--- src/rtl/arp_scheduler.sv ---
// ARP request/reply scheduler with a single-entry MAC cache and retrying resolution.
// Optional build macro ARP_CACHE_AGING_EN adds a lifetime counter to the cache entry.
module arp_scheduler #(
    parameter logic [31:0] P_RETRY_CYCLES = 32'd125000,
    parameter int          P_MAX_RETRY    = 3,
    parameter logic [31:0] P_AGE_CYCLES   = 32'd625000000
) (
    input  logic        i_clk,
    input  logic        i_rst,
    input  logic [47:0] i_recv_target_mac,
    input  logic [31:0] i_recv_target_ip,
    input  logic        i_recv_target_valid,
    input  logic        i_arp_reply,
    input  logic [31:0] i_lookup_ip,
    input  logic        i_lookup_valid,
    output logic        o_lookup_ready,
    output logic        o_lookup_done,
    output logic        o_lookup_hit,
    output logic [47:0] o_lookup_mac,
    output logic        o_arp_tx_start,
    output logic [15:0] o_arp_tx_op,
    output logic [31:0] o_arp_tx_target_ip,
    output logic [47:0] o_arp_tx_target_mac,
    input  logic        i_arp_tx_done
);

    localparam logic [1:0] IDLE      = 2'd0;
    localparam logic [1:0] TX_REPLY  = 2'd1;
    localparam logic [1:0] TX_REQ    = 2'd2;
    localparam logic [1:0] WAIT_RESP = 2'd3;

    localparam logic [7:0]  MAX_RETRY   = 8'(P_MAX_RETRY);
    localparam logic [15:0] OP_REQUEST  = 16'd1;
    localparam logic [15:0] OP_REPLY    = 16'd2;

    logic [1:0]  state;
    logic        reply_pending;
    logic        reply_nested;
    logic [31:0] reply_ip;
    logic [47:0] reply_mac;
    logic        cache_valid;
    logic [31:0] cache_ip;
    logic [47:0] cache_mac;
    logic [31:0] lookup_ip_q;
    logic [7:0]  retry_cnt;
    logic [31:0] wait_timer;

    logic recv_ok;
    logic lookup_fire;
    logic cache_hit;
    logic resp_match;
    logic timer_expired;
    logic timer_running;

    assign recv_ok       = i_recv_target_valid && (i_recv_target_ip != 32'd0);
    assign lookup_fire   = i_lookup_valid && o_lookup_ready;
    assign cache_hit     = cache_valid && (cache_ip == i_lookup_ip);
    assign resp_match    = recv_ok && (i_recv_target_ip == lookup_ip_q);
    assign timer_expired = wait_timer >= (P_RETRY_CYCLES - 32'd1);
    assign timer_running = (state == WAIT_RESP) || ((state == TX_REPLY) && reply_nested);

    // A reply request arriving this cycle already blocks the lookup handshake.
    assign o_lookup_ready = !i_rst && (state == IDLE) && !reply_pending && !i_arp_reply;

    always_ff @(posedge i_clk or posedge i_rst) begin
        if (i_rst) begin
            reply_ip  <= 32'd0;
            reply_mac <= 48'd0;
            cache_ip  <= 32'd0;
            cache_mac <= 48'd0;
        end else if (recv_ok) begin
            reply_ip  <= i_recv_target_ip;
            reply_mac <= i_recv_target_mac;
            cache_ip  <= i_recv_target_ip;
            cache_mac <= i_recv_target_mac;
        end
    end

`ifdef ARP_CACHE_AGING_EN
    logic [31:0] age_cnt;

    always_ff @(posedge i_clk or posedge i_rst) begin
        if (i_rst) begin
            cache_valid <= 1'b0;
            age_cnt     <= 32'd0;
        end else if (recv_ok) begin
            cache_valid <= 1'b1;
            age_cnt     <= 32'd0;
        end else if (cache_valid) begin
            if (age_cnt >= (P_AGE_CYCLES - 32'd1)) begin
                cache_valid <= 1'b0;
            end else begin
                age_cnt <= age_cnt + 32'd1;
            end
        end
    end
`else
    always_ff @(posedge i_clk or posedge i_rst) begin
        if (i_rst) begin
            cache_valid <= 1'b0;
        end else if (recv_ok) begin
            cache_valid <= 1'b1;
        end
    end
`endif

    always_ff @(posedge i_clk or posedge i_rst) begin
        if (i_rst) begin
            state               <= IDLE;
            reply_pending       <= 1'b0;
            reply_nested        <= 1'b0;
            lookup_ip_q         <= 32'd0;
            retry_cnt           <= 8'd0;
            wait_timer          <= 32'd0;
            o_lookup_done       <= 1'b0;
            o_lookup_hit        <= 1'b0;
            o_lookup_mac        <= 48'd0;
            o_arp_tx_start      <= 1'b0;
            o_arp_tx_op         <= 16'd0;
            o_arp_tx_target_ip  <= 32'd0;
            o_arp_tx_target_mac <= 48'd0;
        end else begin
            o_lookup_done  <= 1'b0;
            o_arp_tx_start <= 1'b0;
            if (i_arp_reply) begin
                reply_pending <= 1'b1;
            end
            // The response timer saturates so a timeout missed during a nested reply still fires.
            if (timer_running && (wait_timer != 32'hFFFF_FFFF)) begin
                wait_timer <= wait_timer + 32'd1;
            end

            case (state)
                IDLE: begin
                    if (reply_pending) begin
                        state               <= TX_REPLY;
                        reply_nested        <= 1'b0;
                        reply_pending       <= 1'b0;
                        o_arp_tx_start      <= 1'b1;
                        o_arp_tx_op         <= OP_REPLY;
                        o_arp_tx_target_ip  <= reply_ip;
                        o_arp_tx_target_mac <= reply_mac;
                    end else if (lookup_fire) begin
                        if (cache_hit) begin
                            o_lookup_done <= 1'b1;
                            o_lookup_hit  <= 1'b1;
                            o_lookup_mac  <= cache_mac;
                        end else begin
                            state               <= TX_REQ;
                            lookup_ip_q         <= i_lookup_ip;
                            retry_cnt           <= 8'd0;
                            o_arp_tx_start      <= 1'b1;
                            o_arp_tx_op         <= OP_REQUEST;
                            o_arp_tx_target_ip  <= i_lookup_ip;
                            o_arp_tx_target_mac <= 48'd0;
                        end
                    end
                end
                TX_REQ: begin
                    if (i_arp_tx_done) begin
                        retry_cnt  <= retry_cnt + 8'd1;
                        wait_timer <= 32'd0;
                        state      <= WAIT_RESP;
                    end
                end
                TX_REPLY: begin
                    if (i_arp_tx_done) begin
                        state <= reply_nested ? WAIT_RESP : IDLE;
                    end
                end
                WAIT_RESP: begin
                    if (resp_match) begin
                        state         <= IDLE;
                        o_lookup_done <= 1'b1;
                        o_lookup_hit  <= 1'b1;
                        o_lookup_mac  <= i_recv_target_mac;
                    end else if (reply_pending) begin
                        state               <= TX_REPLY;
                        reply_nested        <= 1'b1;
                        reply_pending       <= 1'b0;
                        o_arp_tx_start      <= 1'b1;
                        o_arp_tx_op         <= OP_REPLY;
                        o_arp_tx_target_ip  <= reply_ip;
                        o_arp_tx_target_mac <= reply_mac;
                    end else if (timer_expired) begin
                        if (retry_cnt < MAX_RETRY) begin
                            state               <= TX_REQ;
                            o_arp_tx_start      <= 1'b1;
                            o_arp_tx_op         <= OP_REQUEST;
                            o_arp_tx_target_ip  <= lookup_ip_q;
                            o_arp_tx_target_mac <= 48'd0;
                        end else begin
                            state         <= IDLE;
                            o_lookup_done <= 1'b1;
                            o_lookup_hit  <= 1'b0;
                            o_lookup_mac  <= 48'd0;
                        end
                    end
                end
                default: state <= IDLE;
            endcase
        end
    end

endmodule

--- config.mk ---
export PLATFORM = sky130hd
export DESIGN_NAME = arp_scheduler
export DESIGN_NICKNAME = d
export VERILOG_FILES = /design/src/rtl/arp_scheduler.sv
export SDC_FILE = /design/constraint.sdc
export NUM_CORES = 1
export LEC_CHECK = 0
export BUFFER_PORTS_ARGS = -buffer_cell sky130_fd_sc_hd__clkbuf_2
export CAP_MARGIN = 5
export CORE_ASPECT_RATIO = 1.25
export CORE_UTILIZATION = 50
export CTS_BUF_LIST = sky130_fd_sc_hd__clkbuf_4 sky130_fd_sc_hd__clkbuf_8 sky130_fd_sc_hd__clkbuf_16
export CTS_CLUSTER_SIZE = 12
export DETAILED_ROUTE_END_ITERATION = 10
export GPL_TIMING_DRIVEN = 0
export PLACE_DENSITY_LB_ADDON = 0.2
export SLEW_MARGIN = 20
export SYNTH_ARGS = -nofsm -noshare
export SYNTH_HDL_FRONTEND = slang
export SYNTH_SLANG_ARGS = --single-unit
--- constraint.sdc ---
create_clock -name i_clk -period 7.76 [get_ports i_clk]
set_input_delay 0.388 -clock i_clk [delete_from_list [all_inputs] [get_ports i_clk]]
set_output_delay 0.388 -clock i_clk [all_outputs]
set_load 0.05 [all_outputs]
==> results of run 1 <==
-- per-layer routing --
| metal | GRT usage [%] | routed length (um) | vias to the layer above |
|---|---|---|---|
| met5 | 0 | 0 | - |
| met4 | 9.441 | 1086 | 0 |
| met3 | 4.049 | 2324 | 68 |
| met2 | 43.70 | 17690 | 376 |
| met1 | 34.47 | 15410 | 5202 |
| li1 | - | - | 4918 |
-- per-stage QoR --
step / power, mW / util (%) / std cells
floorplan: 4.917 / - / 1221
global placement: 5.811 / 57.54 / 1817
detailed placement: 5.889 / 58.29 / 1827
CTS: 7.308 / 61.93 / 1878
global route: 7.654 / 61.95 / 1880
finish: 7.265 / 61.95 / 1880
-- how the worst max path moves through the flow --
stage | endpoint | slack [ns]
final | lookup_ip_q[16] | 4.41
after global routing | lookup_ip_q[11] | 4.28
after CTS | lookup_ip_q[16] | 4.52
after detailed placement | lookup_ip_q[16] | 4.55
after global placement | o_arp_tx_target_mac[11] | 1.69
after floorplan | cache_ip[0] | 3.52
-- cell type report --
type | instances | area [um2]
Timing Repair Buffer | 262 | 1466
Sequential cell | 290 | 7257
Multi-Input combinational cell | 832 | 5992
Tap cell | 345 | 431.7
Antenna cell | 2 | 5.005
Buffer | 87 | 450.4
Inverter | 12 | 48.80
Clock inverter | 3 | 15.01
Clock buffer | 47 | 952.2
Fill cell | 2226 | 10210
-- cells by family (layout without fill, tap and decap cells) --
kind of cell | after synthesis | count (layout)
compound gates | 239 | 239
xor+xnor | 89 | 89
fa+ha+maj | 6 | 6
buf+inv | 99 | 411
flops | 290 | 290
mux | 180 | 180
other cells | 1 | 16
simple gates | 304 | 304
-- where the power goes --
group          switching [mW]  internal (mW)  leakage [nW]
Combinational            2.45           1.08          3.48
Clock                   0.570          0.831         0.491
Sequential              0.327           2.01          3.54
Total                    3.35           3.92          7.52
-- sequential cells by signal (all words and copies together), names as in the netlist --
register and flops:
reply_pending 1, state 2, o_lookup_done 1, lookup_ip_q 32
wait_timer 32, o_arp_tx_target_mac 48, o_arp_tx_start 1, o_arp_tx_op 2
retry_cnt 8, reply_nested 1, o_lookup_mac 48, o_arp_tx_target_ip 32
cache_valid 1, cache_mac 48, o_lookup_hit 1, cache_ip 32
-- cell usage after synthesis, drive strengths merged (2+ instances only) --
cell    instances
dfrtp         290
mux2          146
nor2           86
a21oi          63
nand2          62
a22o           53
a31oi          52
o21ai          50
nor2b          48
clkbuf         46
xnor2          45
xor2           44
buf            41
mux2i          34
nor4           25
nand4          21
nand3          16
inv            12
or3             9
and3            7
ha              6
nor3            5
a211oi          4
and2            4
nor3b           4
and4            3
nand2b          3
or4             3
a21o            2
a221o           2
nand4b          2
o211ai          2
o221ai          2
o31ai           2
or3b            2
==> impl_metrics.json, run 1 <==
{
  "clk_pin_slew_ns": 0.06,
  "ys.flop_type": "dfrtp_1",
  "drive_above_1_share_pct": 30.85,
  "slew_headroom_pct": 46.49,
  "drtAntennaViolNets": 0,
  "grt_max_degree": 36,
  "status": "finished clean",
  "synth_compound_area_share_pct": 11.31,
  "tightestPinTransition_ns": 0.8026,
  "cts.sink_count": 290,
  "critPathTopFamily": "buffers and inverters",
  "worstPathRequired_ns": 8.19,
  "irDropWorstVdd_mv": 0.2744,
  "dieArea_um2": 28060,
  "synth-simple-area-share_pct": 11.33,
  "muxShareOfSynthArea_pct": 14.49,
  "crit_fanout": 10,
  "min_period_ns": 3.354,
  "critPathBufInv": 4,
  "vias": 10560,
  "first_iter_violations": 532,
  "coreArea_um2": 26830,
  "arrival_ns": 3.78,
  "die_w_um": 150.0,
  "worstPathCellList": "inv_1, ha_1, inv_1, nor4_1, nand2_1, a31oi_1, clkbuf_1, buf_2, mux2_2",
  "synth_top_area_share_pct": 52.99,
  "grt_use_total_pct": 26.23,
  "setup_slack_ns": 4.406,
  "critPathLaunchType": "flop",
  "rr_endpoint": "lookup_ip_q[16]",
  "synthAdderAreaFrac_pct": 0.5481,
  "final.setup_skew_ns": 0.01446,
  "p_per_area_nw_per_um2": 437.2,
  "p_leak_nw": 7.518,
  "cts.repair.resized": 0,
  "final_common_cell": "dfrtp_1",
  "routedWlPerCell_um": 19.42,
  "clk-insertion-delay-late_ns": 0.55,
  "synthXorXnorAreaFrac_pct": 5.692,
  "whs_endpoint": "cache_mac[6]",
  "vias_per_cell": 5.619,
  "fin_crit_sh_pct": 43.22,
  "clockBufferDepth": 3,
  "grt_pass1_wl_mm": 57.58,
  "num_rows": 67,
  "finalSetupViolations": 0,
  "ys_warn_count": 0,
  "rsz0062_at_grt": "false",
  "final_cell_mix": "dfrtp_1, clkbuf_2, mux2_2, nor2_1, a21oi_1",
  "async_flop_share_pct": 100.0,
  "postSynthAreaPerCell_um2": 11.34,
  "cts_htree_levels": 1,
  "grt-ovfl-total": 0,
  "place.gp.congestion": 0.8585,
  "finalHoldViolCount": 0,
  "wl_mm": 36.52,
  "route.detailed.drc": 0,
  "worst-path-stages": 9,
  "cts-root-buf": "clkbuf_16",
  "crit_path_max_incr_delay_ns": 0.49,
  "cts_tree": "done",
  "timing.fmax_ghz": 0.2982,
  "netlist-cell-type-count": 56,
  "crit_path_top_delay_cell": "clkbuf_1",
  "io_pins": 266,
  "ff2ff_path_depth": 9,
  "drv_slew": 0,
  "synth_edf_count": 0,
  "synth_top_family_by_area": "multiplexers",
  "crit_type": "reg2reg",
  "synthCells": 1208,
  "timing.rr.start": "state[0]",
  "synth_top_area_cell": "dfrtp_1",
  "r2r_setup_slack_ns": 4.41,
  "hpwl_mm": 27.17,
  "path_common_cell": "inv_1",
  "tns_ns": 0,
  "ys_seq_area_share_pct": 52.99,
  "max_cap_violations": 0,
  "antenna_found_initial": 2,
  "crit_path_end_kind": "flop",
  "hold_depth": 2,
  "ys_seq_elements": 290,
  "die_h_um": 187.0,
  "pre_cts_ws_ns": 4.548,
  "first_global_vias": 10630,
  "placed_area_um2": 15640,
  "hold-worst-slack_ns": 0.09283,
  "finalNetCount": 1639,
  "post_cts_buffers": 0,
  "synth.area.top_cells": "dfrtp_1, mux2_2, a22o_1",
  "first_pass_iters": 5,
  "cts_buffers": 30,
  "port_buffers": 251,
  "hold_buffers": 1,
  "hold_start": "i_recv_target_mac[6]",
  "areaGrowthSynthToFinish_pct": 21.34,
  "start_util_pct": 51.05,
  "worstSetupStartpoint": "state[0]",
  "synth_area_um2": 13700,
  "min_path_type": "in2reg",
  "final_cell_area_um2": 16620
}
Note: power is estimated with default switching activity, not from simulation.
==> run 2, diff against run 1 <==
--- a/config.mk
+++ b/config.mk
@@ -8,7 +8,7 @@
 export BUFFER_PORTS_ARGS = -buffer_cell sky130_fd_sc_hd__clkbuf_2
 export CAP_MARGIN = 5
 export CORE_ASPECT_RATIO = 1.25
-export CORE_UTILIZATION = 50
+export CORE_UTILIZATION = 56
 export CTS_BUF_LIST = sky130_fd_sc_hd__clkbuf_4 sky130_fd_sc_hd__clkbuf_8 sky130_fd_sc_hd__clkbuf_16
 export CTS_CLUSTER_SIZE = 12
 export DETAILED_ROUTE_END_ITERATION = 10
==> constraint.sdc (replaced) <==
create_clock -name i_clk -period 3.1 [get_ports i_clk]
set_input_delay 0.155 -clock i_clk [delete_from_list [all_inputs] [get_ports i_clk]]
set_output_delay 0.155 -clock i_clk [all_outputs]
set_load 0.05 [all_outputs]
==> impl_metrics.json, run 2 (synthesis gave the netlist of run 1 again) <==
{
  "status": "finished clean",
  "min_period_ns": 2.973,
  "tightestPinTransition_ns": 0.7930,
  "areaGrowthSynthToFinish_pct": 30.58,
  "cts-root-buf": "clkbuf_16",
  "first_global_vias": 11820,
  "placed_area_um2": 15650,
  "cts_buffers": 30,
  "timing.fmax_ghz": 0.3364,
  "vias_per_cell": 5.815,
  "max_cap_violations": 0,
  "finalNetCount": 1759,
  "finalHoldViolCount": 0,
  "final_cells": 1979,
  "place.gp.congestion": 0.8803,
  "die_h_um": 176.8,
  "final.setup_skew_ns": 0.02009,
  "worstPathCellList": "xor2_1, nor4_1, nand4_1, nor3_4, nand2_1, and3b_1, buf_1, clkbuf_1, a22o_1",
  "grt_pass1_wl_mm": 63.34,
  "final_cell_mix": "dfrtp_1, clkbuf_2, mux2_2, dlygate4sd3_1, nor2_1",
  "die_w_um": 141.9,
  "whs_endpoint": "retry_cnt[1]",
  "clockBufferDepth": 3,
  "grt_use_total_pct": 32.48,
  "slew_headroom_pct": 47.13,
  "grt-ovfl-total": 0,
  "coreArea_um2": 23880,
  "tns_ns": 0,
  "fin_crit_sh_pct": 95.89,
  "worstPathRequired_ns": 3.54,
  "hold-worst-slack_ns": 0.1204,
  "first_iter_violations": 663,
  "dieArea_um2": 25090,
  "arrival_ns": 3.41,
  "critPathLaunchType": "flop",
  "irDropWorstVdd_mv": 0.7363,
  "crit_path_max_incr_delay_ns": 0.40,
  "cts_htree_levels": 1,
  "place_inst": 1807,
  "drv_slew": 0,
  "critPathBufInv": 2,
  "crit_path_end_kind": "flop",
  "crit_fanout": 10,
  "routedWlPerCell_um": 20.39,
  "antenna_found_initial": 1,
  "cts.sink_count": 290,
  "largestRegisters": "cache_mac (48), o_arp_tx_target_mac (48), o_lookup_mac (48)",
  "first_pass_iters": 5,
  "crit_path_top_delay_cell": "dfrtp_1",
  "min_path_type": "in2reg",
  "crit_type": "reg2reg",
  "hold_start": "i_arp_tx_done",
  "wl_mm": 40.34,
  "port_buffers": 251,
  "clk_pin_slew_ns": 0.06,
  "ff2ff_path_depth": 9,
  "worstSetupStartpoint": "lookup_ip_q[24]",
  "grt_max_degree": 36,
  "finalSetupViolations": 0,
  "vias": 11510,
  "drtAntennaViolNets": 0,
  "clk-insertion-delay-late_ns": 0.57,
  "r2r_setup_slack_ns": 0.13,
  "cts_tree": "done",
  "final_cell_area_um2": 17880,
  "p_per_area_nw_per_um2": 1050,
  "start_util_pct": 57.34,
  "num_rows": 63,
  "rsz0062_at_grt": "false",
  "final_common_cell": "dfrtp_1",
  "critPathTopFamily": "simple AND/OR/NAND/NOR gates",
  "p_leak_nw": 8.075,
  "route.detailed.drc": 0,
  "hold_depth": 3,
  "hpwl_mm": 27.09,
  "timing.rr.start": "lookup_ip_q[24]",
  "rr_endpoint": "o_arp_tx_target_mac[34]",
  "drive_above_1_share_pct": 29.66,
  "io_pins": 266
}
## run 2: cell types whose count changed in the layout (fill, tap and decap cells not counted), sizes merged
cell         change
clkinv           -2
dlygate4sd3    +113
bufinv           +1
buf              +7
## run 2: how the worst max path moves through the flow
stage	end	cells past startpoint
2_1_floorplan	cache_ip[0]	1
3_3_place_gp	o_arp_tx_target_mac[26]	2
3_5_place_dp	o_arp_tx_target_mac[29]	9
4_1_cts	o_arp_tx_target_ip[15]	9
5_1_grt	o_arp_tx_target_mac[36]	9
6_report	o_arp_tx_target_mac[34]	9
## run 2: metal layers
metal  up-vias  share of wire [%]  track usage, %
met5         -                  0               0
met4         0                4.6           15.46
met3       123                7.6           6.034
met2       549                 49           55.30
met1      5665                 39           39.86
li1       5170                  -               -
## run 2: what timing repair did
item	CTS	global route
setup endpoints to repair	99	103
setup buffers	3	4
gates cloned	0	0
pin swaps	2	1
resized for setup	3	13
hold endpoints to repair	190	0
hold buffers	114	0
## run 2: report_power, final
part	switching, mW	internal [mW]	leakage, nW
logic	6.37	2.91	4.04
clock network	1.47	2.15	0.495
registers	0.858	5.03	3.54
total	8.70	10.1	8.07
## run 2: final cells by class
cell class,instances,area [um2]
flip-flops and latches,290,7257
multi-input cells,832,6035
fillers,1597,6001
repair buffers,382,2685
clock buffers,47,945.9
plain buffers,87,461.7
well taps,325,406.6
inverters,12,48.80
clock inverters,2,38.79
diodes,2,5.005
## run 2: stage by stage
step                utilization (%)  power (mW)  setup WS (ns)
finish                        74.88       18.79         0.1274
global route                  74.87       19.65        0.02348
CTS                           74.60       18.58       0.009392
detailed placement            65.52       14.76        -0.1996
global placement              64.59       14.54         -2.671
floorplan                         -       12.32        -0.9022
## run 2: tightest hold or removal path: cells and delay by family
family                 cells  cell delay, ns
buffers and inverters      1            0.15
AO/OA/AOI/OAI              1            0.14
AND/OR/NAND/NOR            1            0.20
==> run 3, diff against run 2 <==
--- a/config.mk
+++ b/config.mk
@@ -9,11 +9,11 @@
 export CAP_MARGIN = 5
 export CORE_ASPECT_RATIO = 1.25
 export CORE_UTILIZATION = 56
-export CTS_BUF_LIST = sky130_fd_sc_hd__clkbuf_4 sky130_fd_sc_hd__clkbuf_8 sky130_fd_sc_hd__clkbuf_16
 export CTS_CLUSTER_SIZE = 12
 export DETAILED_ROUTE_END_ITERATION = 10
 export GPL_TIMING_DRIVEN = 0
-export PLACE_DENSITY_LB_ADDON = 0.2
+export MAX_ROUTING_LAYER = met4
+export PLACE_DENSITY = 0.88
 export SLEW_MARGIN = 20
 export SYNTH_ARGS = -nofsm -noshare
 export SYNTH_HDL_FRONTEND = slang
==> impl_metrics.json, run 3 (synthesis gave the netlist of run 1 again) <==
{
  "crit_path_end_kind": "flop",
  "port_buffers": 251,
  "clockBufferDepth": 3,
  "p_leak_nw": 7.983,
  "vias": 12450,
  "arrival_ns": 3.49,
  "min_period_ns": 3.071,
  "grt_use_total_pct": 38.06,
  "crit_path_top_delay_cell": "nor4_1",
  "first_global_vias": 13060,
  "fillers": 1388,
  "vias_per_cell": 6.309,
  "critPathLaunchType": "flop",
  "finalHoldViolCount": 0,
  "gr-usage-met3_pct": 8.631,
  "num_rows": 63,
  "first_iter_violations": 1017,
  "max_cap_violations": 0,
  "routedWlPerCell_um": 23.50,
  "areaGrowthSynthToFinish_pct": 29.19,
  "start_util_pct": 57.34,
  "final_common_cell": "dfrtp_1",
  "worstPathCellList": "xor2_1, nor4_1, nand4_1, buf_4, nor3_4, nand2_1, and3b_1, buf_1, clkbuf_2, a22o_1",
  "p_total_mw": 18.72,
  "finalSetupViolations": 0,
  "cts-root-buf": "clkbuf_16",
  "crit_path_max_incr_delay_ns": 0.44,
  "hpwl_mm": 27.93,
  "grt_pass1_wl_mm": 71.00,
  "status": "finished clean",
  "irDropWorstVdd_mv": 0.6611,
  "antenna_found_initial": 4,
  "clockPowerShare_pct": 17.1,
  "tightestPinTransition_ns": 0.8372,
  "r2r_setup_slack_ns": 0.03,
  "grt_util_met2_pct": 64.08,
  "fin_crit_sh_pct": 99.06,
  "wl_mm": 46.36,
  "first_pass_iters": 6,
  "grt-ovfl-total": 0,
  "grt_use_met1_pct": 40.03,
  "final.setup_skew_ns": 0.03052,
  "timing.fmax_ghz": 0.3256,
  "cts_buffers": 29,
  "p_per_area_nw_per_um2": 1058,
  "finalNetCount": 1759,
  "placed_area_um2": 15610,
  "final_cell_mix": "dfrtp_1, clkbuf_2, mux2_2, dlygate4sd3_1, nor2_1",
  "rsz0062_at_grt": "true",
  "drv_slew": 0,
  "min_path_type": "in2reg",
  "switching_power_mw": 9.046,
  "grt_busiest_layer": "met2",
  "cts_htree_levels": 1,
  "coreArea_um2": 23880,
  "clk_pin_slew_ns": 0.07,
  "cts.sink_count": 290,
  "p_sw_share_pct": 48.31,
  "slew_headroom_pct": 44.19,
  "cts_tree": "done",
  "io_pins": 266,
  "dieArea_um2": 25090,
  "die_w_um": 141.9,
  "largestRegisters": "cache_mac (48), o_arp_tx_target_mac (48), o_lookup_mac (48)",
  "combPwrFrac_pct": 50.6,
  "place.gp.congestion": 0.9099,
  "p_int_mw": 9.679,
  "clk-insertion-delay-late_ns": 0.57,
  "drtAntennaViolNets": 0,
  "crit_type": "reg2reg",
  "p_seq_share_pct": 32.3,
  "final_cell_area_um2": 17690,
  "drive_above_1_share_pct": 29.52,
  "die_h_um": 176.8,
  "worstPathRequired_ns": 3.52,
  "route.detailed.drc": 0,
  "crit_fanout": 10,
  "grt_max_degree": 38
}
[run 3: path summary, 6_finish.rpt]
kind | to | start | cells past startpoint
max | o_arp_tx_target_mac[26] | lookup_ip_q[26] | 10
min | retry_cnt[1] | i_arp_tx_done | 3
max reg2reg | o_arp_tx_target_mac[26] | lookup_ip_q[26] | 10
min reg2reg | o_arp_tx_op[1] | o_arp_tx_op[1] | 1
max in group asynchronous | cache_mac[26] | i_rst | 7
min in group asynchronous | o_arp_tx_target_ip[7] | i_rst | 3
[run 3: stage by stage]
step           setup WS [ns]  util, %  instances  TNS [ns]  hold WS, ns
3_5_place_dp        -0.02048    65.34       1806  -0.04908       0.1067
2_1_floorplan        -0.9022        -       1221   -261.63       0.2916
4_1_cts             0.008185    73.53       1959         0      0.06638
5_1_grt             -0.03463    74.07       1972   -0.2185       0.1437
6_report             0.02906    74.08       1973         0       0.1179
3_3_place_gp          -2.492    64.59       1797   -716.94       0.4055
[run 3: cell type report]
cell class              count  area, um2  area share (%)
flip-flops and latches    290       7257           41.02
repair buffers            383       2649           14.97
multi-input cells         832       6043           34.16
plain buffers              87      470.5           2.659
diodes                      5      12.51         0.07072
well taps                 325      406.6           2.298
clock buffers              35      778.2           4.399
inverters                  12      48.80          0.2758
clock inverters             4      27.53          0.1556
[run 3: timing repair]
| item | in CTS | in global routing |
|---|---|---|
| setup buffers | 0 | 9 |
| hold buffers | 114 | 0 |
| hold endpoints to repair | 223 | 0 |
| gates resized for setup | 2 | 30 |
| cloned | 0 | 0 |
| endpoints found under the setup margin | 35 | 237 |
| pin swaps | 0 | 4 |
[run 3: worst max-delay path, delay by kind of cell (launching register included)]
kind                      cells  cell delay [ns]
and+or+nand+nor               5             1.31
buffers and inverters         3             0.72
DFF                           1             0.42
AOI/OAI and AO/OA             1             0.26
xor gates and xnor gates      1             0.20
[run 3: power by group through the flow]
stage | sequential, mW | combinational [mW] | clock [mW]
2_1_floorplan | 8.50 | 3.82 | 0
3_3_place_gp | 5.88 | 8.57 | 0
3_5_place_dp | 5.95 | 8.82 | 0
4_1_cts | 5.90 | 9.02 | 3.18
5_1_grt | 6.13 | 9.98 | 3.34
6_report | 6.05 | 9.48 | 3.20
[run 3: layer usage]
metal / vias to the layer above / share of wire, %
met5: - / 0
met3: 294 / 9.5
met1: 6080 / 34
met4: 0 / 7.3
met2: 905 / 50
li1: 5169 / -
